**src/rtl/uart_pkg.sv**
```systemverilog
// Shared UART definitions: transmit FSM states, parity mode encodings, line idle level.
package uart_pkg;

    typedef enum logic [2:0] {
        IDLE   = 3'd0,
        PEND   = 3'd1,
        START  = 3'd2,
        DATA   = 3'd3,
        PARITY = 3'd4,
        STOP1  = 3'd5,
        STOP2  = 3'd6
    } tx_state_t;

    localparam logic PAR_EVEN  = 1'b0;
    localparam logic PAR_ODD   = 1'b1;
    localparam logic LINE_IDLE = 1'b1;

endpackage

```
**src/rtl/uart_parity_calc.sv**
```systemverilog
// Parity bit generator shared by the UART TX and RX paths.
// Even mode returns the XOR of the data bits, odd mode its inverse.
module uart_parity_calc
    import uart_pkg::*;
#(
    parameter int DATA_WIDTH = 8
) (
    input  logic [DATA_WIDTH-1:0] i_data,
    input  logic                  i_par_odd,
    output logic                  o_parity
);

    // Reduce the word to one bit and flip it for odd parity
    always_comb begin
        o_parity = (i_par_odd == PAR_ODD) ? ~(^i_data) : (^i_data);
    end

endmodule

```
**src/rtl/uart_tx_frame.sv**
```systemverilog
// UART transmit engine: start bit, DATA_WIDTH data bits LSB first, optional parity,
// one or two stop bits, paced by an external baud tick. Registered TX line.
// Build option UART_TX_HOLD_EN adds a one-word holding register so the next frame
// can be queued during a transmission and started back-to-back.
module uart_tx_frame
    import uart_pkg::*;
#(
    parameter int DATA_WIDTH = 8,
    parameter int CNT_WIDTH  = 4
) (
    input  logic                  i_clk,
    input  logic                  i_rst_n,
    input  logic                  i_baud_tick,
    input  logic [DATA_WIDTH-1:0] i_data,
    input  logic                  i_data_valid,
    input  logic                  i_par_en,
    input  logic                  i_par_odd,
    input  logic                  i_stop2,
    output logic                  o_ready,
    output logic                  o_busy,
    output logic                  o_done,
    output logic                  o_tx_out
);

    tx_state_t             state_q;
    logic [CNT_WIDTH-1:0]  idx_q;
    logic [DATA_WIDTH-1:0] data_q;
    logic                  par_en_q;
    logic                  par_odd_q;
    logic                  stop2_q;
    logic                  tx_q;
    logic                  busy_q;
    logic                  done_q;

    logic                  xfer;
    logic                  parity_bit;
    logic                  last_idx;
    logic                  frame_end;
    logic                  next_bit;
    logic [CNT_WIDTH-1:0]  idx_nxt;

`ifdef UART_TX_HOLD_EN
    logic [DATA_WIDTH-1:0] hold_data_q;
    logic                  hold_par_en_q;
    logic                  hold_par_odd_q;
    logic                  hold_stop2_q;
    logic                  hold_full_q;

    logic                  chain;
    logic [DATA_WIDTH-1:0] nx_data;
    logic                  nx_par_en;
    logic                  nx_par_odd;
    logic                  nx_stop2;

    assign o_ready = !hold_full_q;

    // Source of the following frame at end of frame: held word, else a word arriving now
    always_comb begin
        chain = hold_full_q || xfer;
        if (hold_full_q) begin
            nx_data    = hold_data_q;
            nx_par_en  = hold_par_en_q;
            nx_par_odd = hold_par_odd_q;
            nx_stop2   = hold_stop2_q;
        end else begin
            nx_data    = i_data;
            nx_par_en  = i_par_en;
            nx_par_odd = i_par_odd;
            nx_stop2   = i_stop2;
        end
    end
`else
    assign o_ready = (state_q == IDLE);
`endif

    assign o_busy   = busy_q;
    assign o_done   = done_q;
    assign o_tx_out = tx_q;

    uart_parity_calc #(
        .DATA_WIDTH (DATA_WIDTH)
    ) u_parity (
        .i_data    (data_q),
        .i_par_odd (par_odd_q),
        .o_parity  (parity_bit)
    );

    // Handshake, bit selection and end-of-frame detection from the registered state
    always_comb begin
        xfer      = i_data_valid && o_ready;
        idx_nxt   = idx_q + CNT_WIDTH'(1);
        next_bit  = |(data_q & (DATA_WIDTH'(1) << idx_nxt));
        last_idx  = (idx_q == CNT_WIDTH'(DATA_WIDTH - 1));
        frame_end = i_baud_tick && (((state_q == STOP1) && !stop2_q) || (state_q == STOP2));
    end

    // Frame sequencer; the line value is registered alongside each state change
    always_ff @(posedge i_clk) begin
        if (!i_rst_n) begin
            state_q   <= IDLE;
            idx_q     <= '0;
            data_q    <= '0;
            par_en_q  <= 1'b0;
            par_odd_q <= 1'b0;
            stop2_q   <= 1'b0;
            tx_q      <= LINE_IDLE;
            busy_q    <= 1'b0;
            done_q    <= 1'b0;
`ifdef UART_TX_HOLD_EN
            hold_data_q    <= '0;
            hold_par_en_q  <= 1'b0;
            hold_par_odd_q <= 1'b0;
            hold_stop2_q   <= 1'b0;
            hold_full_q    <= 1'b0;
`endif
        end else begin
            done_q <= 1'b0;
            if (frame_end) begin
                done_q <= 1'b1;
`ifdef UART_TX_HOLD_EN
                if (chain) begin
                    // Start bit goes out on this same tick: no idle bit between frames
                    state_q     <= START;
                    tx_q        <= 1'b0;
                    data_q      <= nx_data;
                    par_en_q    <= nx_par_en;
                    par_odd_q   <= nx_par_odd;
                    stop2_q     <= nx_stop2;
                    hold_full_q <= 1'b0;
                end else begin
                    state_q <= IDLE;
                    tx_q    <= LINE_IDLE;
                    busy_q  <= 1'b0;
                end
`else
                state_q <= IDLE;
                tx_q    <= LINE_IDLE;
                busy_q  <= 1'b0;
`endif
            end else begin
                case (state_q)
                    IDLE: begin
                        if (xfer) begin
                            data_q    <= i_data;
                            par_en_q  <= i_par_en;
                            par_odd_q <= i_par_odd;
                            stop2_q   <= i_stop2;
                            busy_q    <= 1'b1;
                            state_q   <= PEND;
                        end
                    end
                    PEND: begin
                        if (i_baud_tick) begin
                            state_q <= START;
                            tx_q    <= 1'b0;
                        end
                    end
                    START: begin
                        if (i_baud_tick) begin
                            state_q <= DATA;
                            idx_q   <= '0;
                            tx_q    <= data_q[0];
                        end
                    end
                    DATA: begin
                        if (i_baud_tick) begin
                            if (last_idx) begin
                                if (par_en_q) begin
                                    state_q <= PARITY;
                                    tx_q    <= parity_bit;
                                end else begin
                                    state_q <= STOP1;
                                    tx_q    <= LINE_IDLE;
                                end
                            end else begin
                                idx_q <= idx_nxt;
                                tx_q  <= next_bit;
                            end
                        end
                    end
                    PARITY: begin
                        if (i_baud_tick) begin
                            state_q <= STOP1;
                            tx_q    <= LINE_IDLE;
                        end
                    end
                    STOP1: begin
                        if (i_baud_tick) begin
                            state_q <= STOP2;
                            tx_q    <= LINE_IDLE;
                        end
                    end
                    STOP2: begin
                        tx_q <= LINE_IDLE;
                    end
                    default: begin
                        state_q <= IDLE;
                        tx_q    <= LINE_IDLE;
                        busy_q  <= 1'b0;
`ifdef UART_TX_HOLD_EN
                        hold_full_q <= 1'b0;
`endif
                    end
                endcase
`ifdef UART_TX_HOLD_EN
                if (xfer && (state_q inside {PEND, START, DATA, PARITY, STOP1, STOP2})) begin
                    hold_data_q    <= i_data;
                    hold_par_en_q  <= i_par_en;
                    hold_par_odd_q <= i_par_odd;
                    hold_stop2_q   <= i_stop2;
                    hold_full_q    <= 1'b1;
                end
`endif
            end
        end
    end

endmodule

```
**config.mk**
```make
export PLATFORM = sky130hd
export DESIGN_NAME = uart_tx_frame
export DESIGN_NICKNAME = d
export VERILOG_FILES = /design/src/rtl/uart_pkg.sv /design/src/rtl/uart_parity_calc.sv /design/src/rtl/uart_tx_frame.sv
export SDC_FILE = /design/constraint.sdc
export NUM_CORES = 1
export LEC_CHECK = 0
export ABC_AREA = 1
export CELL_PAD_IN_SITES_DETAIL_PLACEMENT = 0
export CELL_PAD_IN_SITES_GLOBAL_PLACEMENT = 1
export CORE_ASPECT_RATIO = 1.2
export CORE_UTILIZATION = 45
export CTS_BUF_LIST = sky130_fd_sc_hd__clkbuf_4
export CTS_CLUSTER_SIZE = 28
export DETAILED_ROUTE_END_ITERATION = 8
export DONT_BUFFER_PORTS = 1
export PLACE_DENSITY = 0.9
export SETUP_SLACK_MARGIN = 0.3
export SYNTH_ARGS = -nofsm -noshare
export SYNTH_HDL_FRONTEND = slang
export SYNTH_SLANG_ARGS = --single-unit
export TNS_END_PERCENT = 5
```
**constraint.sdc**
```tcl
create_clock -name i_clk -period 2.3 [get_ports i_clk]
set_clock_uncertainty 0.15 [all_clocks]
set_input_delay 0.46 -clock i_clk [delete_from_list [all_inputs] [get_ports i_clk]]
set_output_delay 0.46 -clock i_clk [all_outputs]
set_load 0.005 [all_outputs]
```
* After elaboration in Yosys (flattened, before gate mapping)
Cells that the tools add are included.
** Cells by class
- Add/subtract/negate cells :: 1
- Equal/unequal tests :: 16
- Shift operators :: 1
- Mux-type cells :: 24
- Bitwise operators :: 7
- Reduce and logical (&&, ||, !) cells :: 17
** Operator list (number)
- 3-bit 2-to-1 mux :: 7
- 3-bit case mux with 7 select lines :: 1
- 2-bit inequality test (second input constant) :: 7
- 4-bit 2-to-1 mux :: 3
- 1-bit 2-to-1 mux :: 10
- 5-bit AND reduction :: 2
- 3-bit == test (second input constant) :: 3
- 8-bit AND :: 1
- 4-bit case mux with 2 select lines :: 1
- 8-bit AND reduction :: 1
- 8-bit OR reduction :: 1
- 8-bit XOR reduction :: 1
- 1-bit by 4-bit << shifter with 8-bit output (first input constant) :: 1
- 3-bit by 2-bit == test with 1-bit output (second input constant) :: 2
- 1-bit NOT :: 6
- 6-bit OR reduction :: 1
- 1-bit case mux with 5 select lines :: 1
- 4-bit by 1-bit adder with 4-bit output (second input constant) :: 1
- 4-bit by 3-bit == test with 1-bit output (second input constant) :: 1
- 2-bit by 1-bit inequality test with 1-bit output (second input constant) :: 2
- 2-bit OR reduction :: 2
- 3-bit by 1-bit == test with 1-bit output (second input constant) :: 1
- 1-bit logical AND :: 3
- 3-bit zero test :: 1
- 6 further kinds :: 6
** Word-level totals
- Bits in registers :: 21
- Input port bits :: 15
- Output and inout port bits :: 4
- Logic and storage cells :: 75

* Logic depth before layout (Yosys ltp)
Gate-level depths: netlist (run 1).
- Depth after elaboration :: 7
- Gate-level depth with buffers :: 13
- Gate-level depth less buffers :: 13

* By module
From an unflattened synthesis (run 1), not the netlist that was laid out.
** Second synthesis, totals
- Cell total of the unflattened synthesis :: 193
- Area total of the unflattened synthesis :: 1278.7 µm²
** By module, submodules not included
- uart_tx_frame :: instances 1, cells an instance 155, area an instance 1114.8 µm², seq. area each 420.4 µm²
- uart_parity_calc :: instances 1, cells an instance 38, area an instance 163.9 µm², seq. area each 0.0 µm²

* Worst setup path after synthesis (run 1)
Ideal clock, no wire load.
- Path kind :: register -> register
- Start :: register state_q[1]
- End :: register state_q[2]
- Setup time :: 0.122 ns
- Arrival :: 1.219 ns
- Required time :: 2.028 ns
- Setup slack :: 0.809 ns
- Stages on the path, launching flop included :: 10
- Path buffers :: 1
- Period minus slack after synthesis :: 1.491 ns
- Path through :: dfxtp_1 > buf_6 > nor3_2 > nand2_2 > nand2_2 > nand2_2 > nor2_4 > inv_2 > o21ai_0 > a21oi_1
** On the way
- Elaborated cells on any way between the ends :: 22
- Classes of those cells :: 13 x eq/ne; 1 x mux; 1 x bitwise; 7 x reduce/logical
** RTL lines
- start: declaration :: line uart_tx_frame.sv:25 : tx_state_t state_q;
- start signal: assignment :: line uart_tx_frame.sv:100 : state_q <= IDLE;
- start signal: assignment :: line uart_tx_frame.sv:136 : state_q <= IDLE;
- start signal: assignment :: line uart_tx_frame.sv:149 : state_q <= PEND;
- 3-bit zero test (*) :: line uart_tx_frame.sv:73 : assign o_ready = (state_q == IDLE);
- named net o_ready :: line uart_tx_frame.sv:19 : output logic o_ready,
- 1-bit logical AND :: line uart_tx_frame.sv:90 : xfer = i_data_valid && o_ready;
- 2-bit by 1-bit inequality test with 1-bit output (no line)
- 8-bit AND reduction (no line)
The timed path passes the listed nets; every way through them passes the cells marked *.
A chain may end at the register's enable or synchronous reset.

* Worst setup path in the final report (run 1)
- Start :: register idx_q[0]
- End :: register idx_q[2]
** On the way
- Longest elaborated chain between the ends :: 4
- Elaborated cells on any way between the ends :: 7
- Classes of those cells :: 1 x add/sub; 2 x eq/ne; 3 x mux; 1 x reduce/logical
** Ends and longest elaborated chain
- start: declaration :: line uart_tx_frame.sv:26 : logic [CNT_WIDTH-1:0] idx_q;
- start signal: assignment :: line uart_tx_frame.sv:176 : idx_q <= idx_nxt;
- 4-bit by 1-bit adder with 4-bit output :: line uart_tx_frame.sv:91 : idx_nxt = idx_q + CNT_WIDTH'(1);
- 4-bit 2-to-1 mux :: line uart_tx_frame.sv:167 : if (last_idx) begin
- 4-bit 2-to-1 mux :: line uart_tx_frame.sv:166 : if (i_baud_tick) begin
- 4-bit case mux with 2 select lines :: line uart_tx_frame.sv:141 : case (state_q)
Several ways; a longest one is shown, not always the timed one. The select of a mux whose other input is x is not followed.

==> impl_metrics.yaml, run 1 <==
cts:
  cts_tree: "yes"
  clk_latency_ps: 300
  cts_root_buf: "clkbuf_4"
  cts_buffers: 3
  clock-sinks: 21
  cts_resized: 0
  clockBufferDepth: 2
  hold_buffers: 0
  cts_setup_buffers: 0
  htree_num_levels: 1
  path_clk_slew_ps: 110
yosys:
  yosysSeqAreaShare: 0.343
  ys_warn_count: 0
  synth_area_um2: 1220
  yosys_register_bits: 21
  synth_cell_types: 25
  post_synth.cell_area_avg_um2: 6.66
  syn_nets: 204
  netlist_instances: 184
grt:
  grt_pass1_wl_mm: 4.31
  grt_pass1_vias: 1005
  grt-ovfl-total: 0
  grt_util_all_layers: 0.197
  grt_max_degree: 24
  antenna_found_initial: 0
outcome:
  status: "completed"
timing:
  grt_setup_unrepaired: "false"
  period_needed_ps: 1660
  finalWorstSetupSlack_ps: 637
  tightest_slew_ps: 290
  hold-worst-slack_ps: 133
  finalHoldViolCount: 0
  setup_viol: 0
  slew_headroom: 0.806
  slew_viol_final: 0
  finalCritPeriodShare: 0.723
  tns_ps: 0
  fmax_mhz: 601
flow_run:
  cap_violations: 0
floorplanning:
  fp.dieH_um: 59.2
  die_area_um2: 2940
  initial_core_util: 0.480
  die_w_um: 49.6
  row_count: 20
  core_um2: 2550
  boundaryPins: 19
pwr:
  finalPower_uw: 1320
  p_per_area_nw_per_um2: 1030
  peakVddDrop_v: 0.000559
  leakagePower_uw: 0.000572
placed_design:
  hpwl_mm: 2.04
  dpl_cell_area_um2: 1250
  io_buffers: 0
  place_ws_ps: 634
  place_congestion: 0.878
final_layout:
  layout-drive-gt1-share: 0.0811
  syn_to_final_growth_pct: 4.60
  nNetsFinal: 206
  final_area_um2: 1280
  antenna_cells: 0
setup_path:
  cp-end-kind: "register"
  start_kind: "register"
  required_ps: 2340
  path_max_fanout: 8
  arrival_ps: 1710
  path_class: "register to register"
route:
  firstDrtPassIters: 5
  vias: 1109
  drc: 0
  antenna_left: 0
  drt_iter0_drc: 21
  via_per_inst: 5.09
  wl_per_cell_um: 11.6
  wirelength_mm: 2.53
hold_path:
  hold_class: "primary input to register"
-- power by group --
group          total [µW]  switching (µW)  internal (µW)
Clock                 185             106           79.4
Sequential            562             103            459
Combinational         576             365            210
-- flip-flops by register name (all words and copies together) (netlist names) --
name / cells
par_en_q: 1
par_odd_q: 1
stop2_q: 1
idx_q: 4
o_busy: 1
data_q: 8
o_tx_out: 1
o_done: 1
state_q: 3
-- per-layer routing --
metal,GRT usage,wire length [µm],up-vias
li1,-,-,594
met3,0.0385,90,4
met1,0.224,1110,497
met4,0.110,48,0
met5,0,0,-
met2,0.344,1280,14
-- final timing paths --
kind / endpoint / startpoint / cells after the start / slack [ps]
max: idx_q[2]$_SDFFE_PN0P_ / idx_q[0]$_SDFFE_PN0P_ / 7 / 640
min: data_q[5]$_SDFFE_PN0P_ / i_rst_n / 2 / 130
max reg2reg: idx_q[2]$_SDFFE_PN0P_ / idx_q[0]$_SDFFE_PN0P_ / 7 / 640
min reg2reg: stop2_q$_SDFFE_PN0P_ / stop2_q$_SDFFE_PN0P_ / 2 / 330
-- synthesized netlist by cell type --
| cell | n | area share |
|---|---|---|
| a211oi_1 | 2 | 0.012 |
| a211oi_2 | 1 | 0.010 |
| a21oi_1 | 21 | 0.086 |
| a31oi_1 | 2 | 0.010 |
| buf_6 | 1 | 0.0092 |
| clkbuf_1 | 3 | 0.0092 |
| dfxtp_1 | 21 | 0.34 |
| ha_1 | 5 | 0.051 |
| inv_1 | 31 | 0.095 |
| inv_2 | 1 | 0.0031 |
| nand2_1 | 43 | 0.13 |
| nand2_2 | 3 | 0.015 |
| nand3_1 | 11 | 0.045 |
| nand3_2 | 1 | 0.0082 |
| nand3b_1 | 1 | 0.0061 |
| nand4_1 | 4 | 0.020 |
| nor2_1 | 10 | 0.031 |
| nor2_2 | 1 | 0.0051 |
| nor2_4 | 1 | 0.0092 |
| nor3_2 | 1 | 0.0082 |
| o21ai_0 | 16 | 0.065 |
| o21ai_1 | 1 | 0.0041 |
| o21ai_2 | 1 | 0.0072 |
| xnor2_1 | 1 | 0.0072 |
| xor2_1 | 1 | 0.0072 |
-- through the flow --
step           utilization  instances
3_5_place_dp         0.490        214
2_1_floorplan            -        184
4_1_cts              0.502        218
5_1_grt              0.502        218
3_3_place_gp         0.490        214
6_report             0.502        218
-- critical path, stage by stage (launching register included) --
cell and delay, ps:
dfxtp_1 370, ha_1 250, nand3_1 130, nor2_2 50, inv_1 60, nand4_1 230, o21ai_0 250, a21oi_1 60
-- layout by cell type, fill, tap and decap left out --
cell      count
nor3_2        1
inv_2         1
xor2_1        1
o21ai_1       1
a21oi_1      21
o21ai_2       1
nand3_2       1
nand2_1      43
clkbuf_4      4
a211oi_2      1
nand4_1       4
inv_1        31
nand3_1      11
o21ai_0      16
nor2_2        1
nor2_4        1
dfxtp_1      21
nand3b_1      1
nand2_2       3
ha_1          5
a211oi_1      2
xnor2_1       1
a31oi_1       2
nor2_1       10
buf_4         1
-- final cells by class --
class / count / area [µm²]
clock buffer: 4 / 30.0
fill: 288 / 1270
inverter: 32 / 120
multi-input combinational: 127 / 662
sequential: 21 / 420
tap: 33 / 41.3
timing repair buffer: 1 / 7.51
-- kinds of logic after synthesis --
family,after synthesis,share of synthesized area
buffers and inverters,36,0.116
xor gates and xnor gates,2,0.0143
adders and majority gates,5,0.0511
DFF,21,0.343
AOI/OAI and AO/OA,44,0.195
and+or+nand+nor,76,0.280
Power figures use the tool's default switching activity.
==> inputs of run 2 (changes only) <==
--- a/config.mk
+++ b/config.mk
@@ -9,12 +9,12 @@
 export CELL_PAD_IN_SITES_DETAIL_PLACEMENT = 0
 export CELL_PAD_IN_SITES_GLOBAL_PLACEMENT = 1
 export CORE_ASPECT_RATIO = 1.2
-export CORE_UTILIZATION = 45
+export CORE_UTILIZATION = 41
 export CTS_BUF_LIST = sky130_fd_sc_hd__clkbuf_4
 export CTS_CLUSTER_SIZE = 28
 export DETAILED_ROUTE_END_ITERATION = 8
 export DONT_BUFFER_PORTS = 1
-export PLACE_DENSITY = 0.9
+export PLACE_DENSITY = 0.86
 export SETUP_SLACK_MARGIN = 0.3
 export SYNTH_ARGS = -nofsm -noshare
 export SYNTH_HDL_FRONTEND = slang
==> constraint.sdc (replaced) <==
create_clock -name i_clk -period 1.5 [get_ports i_clk]
set_clock_uncertainty 0.15 [all_clocks]
set_input_delay 0.3 -clock i_clk [delete_from_list [all_inputs] [get_ports i_clk]]
set_output_delay 0.3 -clock i_clk [all_outputs]
set_load 0.005 [all_outputs]
==> impl_metrics.yaml, run 2 (synthesis results as in run 1) <==
route:
  drc: 0
  firstDrtPassIters: 4
  wirelength_mm: 2.86
  wl_met1_mm: 1.27
  routed.top_layer: "met4"
  via_per_inst: 5.03
  vias: 1161
  drt_iter0_drc: 26
  antenna_left: 0
  wl_per_cell_um: 12.4
  wl_met2_mm: 1.50
  met3_length_um: 74
placed_design:
  place_inst: 224
  dpl_cell_area_um2: 1370
  place_congestion: 0.841
  hpwl_mm: 2.17
  io_buffers: 0
grt:
  grt_pass1_vias: 1075
  grt-ovfl-total: 0
  grt_max_degree: 24
  antenna_found_initial: 0
  grt_pass1_wl_mm: 4.47
  grt_util_all_layers: 0.191
final_layout:
  layout-drive-gt1-share: 0.254
  seq_area_um2: 439
  multi_input_area_um2: 739
  syn_to_final_growth_pct: 20.6
  top_register: "data_q"
  instances_no_fill: 231
  nNetsFinal: 218
  layout_common_cells: "42 x nand2_1, 24 x inv_1, 19 x a21oi_1, 16 x dfxtp_1, 11 x buf_4"
  fin_util: 0.526
  final_common_cell: "nand2_1"
  antenna_cells: 0
  largest_reg_flops: 8
  largestRegisters: "data_q (8), idx_q (4), state_q (3)"
  final_area_um2: 1480
  n_fill_cell: 264
outcome:
  status: "complete, but fails checks"
  failed_checks: "setup timing"
floorplanning:
  initial_core_util: 0.436
  fp.dieH_um: 61.9
  core_um2: 2810
  boundaryPins: 19
  die_w_um: 51.9
  die_area_um2: 3210
  row_count: 21
setup_path:
  cp_num_buf_inv: 1
  arrival_ps: 1060
  crit_path_top_delay_cell: "dfxtp_4"
  critical_path.cell_chain: "nor3_4, buf_4"
  path_max_fanout: 6
  start_kind: "register"
  cp_slowest_stage_delay_ps: 410
  critPathTopFamily: "flip-flops"
  cp-end-kind: "primary output"
  required_ps: 1050
  path_class: "register to primary output"
cts:
  cts_buffers: 3
  cts_tree: "yes"
  htree_num_levels: 1
  clock-sinks: 21
  path_clk_slew_ps: 130
  clockBufferDepth: 2
  cts_root_buf: "clkbuf_4"
  clk_latency_ps: 310
timing:
  finalCritPeriodShare: 1.01
  slew_headroom: 0.669
  setup_viol: 1
  grt_setup_unrepaired: "true"
  tightest_slew_ps: 495
  fmax_mhz: 661
  finalWorstSetupSlack_ps: -12.8
  hold-worst-slack_ps: 15.8
  slew_viol_final: 0
  period_needed_ps: 1510
  finalHoldViolCount: 0
pwr:
  leakagePower_uw: 0.000646
  peakVddDrop_v: 0.000858
  finalPower_uw: 2300
  p_per_area_nw_per_um2: 1560
hold_path:
  hold_class: "primary input to register"
flow_run:
  cap_violations: 0
[run 2: cell types whose count changed in the layout (fill, tap and decap cells not counted), sizes merged]
cell         change
buf             +11
dlygate4sd3      +1
[run 2: area by class of cell]
cell class                 count  area share
sequential                    21       0.297
tap                           34      0.0288
inverter                      32      0.0830
timing repair buffer          13      0.0703
clock buffer                   4      0.0203
multi-input combinational    127       0.500
[run 2: metal layers]
| metal | track usage | up-vias |
|---|---|---|
| li1 | - | 623 |
| met1 | 0.215 | 525 |
| met2 | 0.363 | 11 |
| met3 | 0.0219 | 2 |
| met4 | 0.0811 | 0 |
| met5 | 0 | - |
[run 2: final timing paths]
path	slack, ps	cells past startpoint	from	to
worst min register to register	340	2	o_busy$_SDFFE_PP0P_	o_busy$_SDFFE_PP0P_
worst min-delay path	20	2	i_data[5]	data_q[5]$_SDFFE_PN0P_
worst max-delay path	-10	2	state_q[2]$_SDFFE_PP0P_	o_ready
worst max register to register	20	8	idx_q[1]$_SDFFE_PN0P_	idx_q[1]$_SDFFE_PN0P_
[run 2: report_power, final]
part	switching (µW)	internal, µW	total (µW)
Clock	176	122	298
Combinational	640	459	1100
Sequential	181	722	903
[run 2: worst register-to-register path, stage by stage, from the launching register on]
cell      delay, ps
dfxtp_4         400
ha_4            180
nand3_4          80
nor2_4          100
inv_2            40
nand4_1          80
buf_6           140
a21oi_1          50
a211oi_1        170
[run 2: timing repair]
item / 4_1_cts / 5_1_grt
buffers inserted: 2 / 0
endpoints found under the setup margin: 22 / 22
gates resized for setup: 18 / 5
hold buffers: 1 / 0
hold endpoints to repair: 13 / 0
pin swaps: 9 / 4
[run 2: stage by stage]
| stage | setup TNS (ps) | setup WS [ps] |
|---|---|---|
| floorplan | 0 | 118 |
| global placement | -77.6 | -22.9 |
| detailed placement | -381 | -74.0 |
| CTS | -18.9 | -18.9 |
| global route | -432 | -98.5 |
| finish | -12.8 | -12.8 |
==> RTL edit: new RTL, settings of run 1 <==
The option `UART_TX_HOLD_EN` is turned on by a define.
--- a/src/rtl/uart_tx_frame.sv
+++ b/src/rtl/uart_tx_frame.sv
@@ -4,2 +4,4 @@
 // can be queued during a transmission and started back-to-back.
+`define UART_TX_HOLD_EN
+
 module uart_tx_frame
Check against the original RTL: not equivalent (a bounded check fails within 4 cycles, from zero or initial values and one cycle with i_rst_n low).
==> RTL edit against run 1 <==
Combinational power increased by 33%; final cell count increased by 46%; sequential cell count increased by 12; clock power increased by 62%; total power increased by 47%; synthesized area increased by 49%; first-iteration DRC count increased by 110%; worst setup slack got worse by 0.10 ns; routed wire length increased by 43%; final area increased by 49%; largest cell class unchanged; largest power group is now registers.
==> RTL edit: results (changes against run 1) <==
** Logic synthesis
- Synthesized-area fraction occupied by ao, oa, aoi and oai cells :: 20.4% (+0.89 points)
- The sequential element share of the synthesized area is 36.3% (+1.9 points).
- The commonest cells after synthesis are 59 x sky130_fd_sc_hd__nand2_1, 33 x sky130_fd_sc_hd__dfxtp_1, 32 x sky130_fd_sc_hd__nor2_1.
- The post-synthesis instance total is 266 (+45%).
- Adder-Cell Fraction of Synth Area :: 3.43% (-1.7 points)
- The number of distinct library cells after synthesis was 32 (+28%).
- Top cells by area, synth :: sky130_fd_sc_hd__dfxtp_1 36%, sky130_fd_sc_hd__nand2_1 12%, sky130_fd_sc_hd__nor2_1 6.6%, sky130_fd_sc_hd__inv_1 6.2%, sky130_fd_sc_hd__o21ai_0 6.0%
- Synth Area in XOR/XNOR :: 3.85% (+2.4 points)

** GRT
- Wire length of the first global-routing pass :: 6.68 mm (+55%)
- The overall track demand over capacity in global routing came to 20.1% (+0.44 points).
- Largest net degree at the start of global routing :: 27 (+13%)

** Timing
- The minimum period implied by the final worst setup slack is 1.77 ns (+0.103 ns).
- The actual transition at the worst max-transition pin came to 0.427 ns (+0.137 ns).

** Setup path
- Reg-to-reg endpoint :: data_q[7]
- Delay of the slowest cell on the worst path :: 0.42 ns (+0.05 ns)
- Reg2reg path depth :: 9 (+2)
- Data arrival time of the critical path :: 1.87 ns (+0.16 ns)
- The worst-path maximum fanout is 11 (+3).
- The reg2reg setup slack is 0.53 ns (-0.10 ns).

** Placement
- The final HPWL from detailed placement was 2.67 mm (+31%).

** Drt
- The routed wire length per instance came to 11.3 um (-2.3%).
- The detailed-router iteration count before antenna repair was 4 (-1).
- The initial DRC count was 44 (+110%).
- Total Wirelength :: 3.61 mm (+43%)

** Clock network
- The number of H-tree levels is 2 (+1).
- CTS Buf Count :: 5 (+2)
- Later-pin clock latency in the skew report :: 0.32 ns (+0.02 ns)

** Final layout
- The ratio of cells with drive above 1 in the final layout is 7.14% (-0.97 points).
- The number of fill cells in the layout was 402 (+40%).
- Net count reported at finish :: 286 (+39%)
- Registers with the most flip-flops :: data_q (8), hold_data_q (8), idx_q (4)

** Pwr
- The maximum VDD drop was 0.000489 V (-13%).
- The internal power summed over all cells was 1150 uW (+54%).

** Status
- Outcome :: finished clean
==> RTL edit: cell types whose count changed after synthesis, moves of 3 or more <==
cell                      before  now
sky130_fd_sc_hd__nor2_1       10   32
sky130_fd_sc_hd__o21ai_0      16   22
sky130_fd_sc_hd__nand2_1      43   59
sky130_fd_sc_hd__xnor2_1       1    4
sky130_fd_sc_hd__o21a_1        0   11
sky130_fd_sc_hd__dfxtp_1      21   33
sky130_fd_sc_hd__nand4_1       4    1
sky130_fd_sc_hd__o21ai_1       1    6
sky130_fd_sc_hd__xor2_1        1    4
==> RTL edit: what timing repair did <==
action,CTS,global route
gates resized for setup,0,4
endpoints found under the hold margin,0,0
setup buffers,0,0
hold buffers,0,0
endpoints found under the setup margin,0,22
==> RTL edit: layout make-up <==
class / count / area (sq um) / share of cell area [%]
multi-input combinational: 193 / 1000 / 52.7
sequential: 33 / 663 / 34.8
inverter: 33 / 124 / 6.51
tap: 52 / 65.1 / 3.42
clock buffer: 6 / 45.0 / 2.37
clock inverter: 1 / 3.75 / 0.197
==> RTL edit: routing by layer <==
layer / global-route usage [%] / vias up / wire length [um]
li1: - / 855 / -
met1: 24.8 / 698 / 1780
met2: 32.2 / 24 / 1630
met3: 5.05 / 6 / 123
met4: 9.30 / 0 / 72
met5: 0 / - / 0
==> RTL edit: through the flow <==
stage | util, % | hold slack [ns] | total power [uW] | cell area (sq um)
final | 50.7 | 0.111 | 1940 | 1900
after global routing | 50.7 | 0.0984 | 2150 | 1900
after CTS | 50.1 | 0.101 | 1940 | 1880
after detailed placement | 48.8 | 0.295 | 1640 | 1830
after global placement | 48.8 | 0.288 | 1620 | 1830
after floorplan | - | 0.279 | 1520 | 1820
==> RTL edit: cells by family (layout without fill, tap and decap cells) <==
logic type / Yosys count / in the layout
buffers and inverters: 41 / 40
flip-flops: 33 / 33
AND/OR/NAND/NOR: 113 / 114
AO/OA/AOI/OAI: 66 / 66
adder cells (fa/ha/maj): 5 / 5
XOR/XNOR: 8 / 8
==> RTL edit: how the worst min path moves through the flow <==
stage	start	to	depth (start not counted)
finish	i_rst_n	hold_full_q	2
CTS	i_rst_n	hold_full_q	2
global placement	hold_data_q[5]	hold_data_q[5]	2
global route	i_rst_n	hold_full_q	2
detailed placement	hold_data_q[7]	hold_data_q[7]	2
floorplan	hold_data_q[0]	hold_data_q[0]	2
==> RTL edit: power groups by stage <==
stage                     registers [uW]  clock network (uW)  logic [uW]
final                                877                 299         764
after global routing                 903                 333         912
after CTS                            876                 310         752
after detailed placement             890                   0         750
after global placement               889                   0         735
after floorplan                      854                   0         670
==> RTL edit: critical path, delay by kind of cell, from the launching register on <==
family | cells | cell delay [ns]
compound gates | 1 | 0.18
buf+inv | 1 | 0.07
flops | 1 | 0.42
simple gates | 7 | 0.87
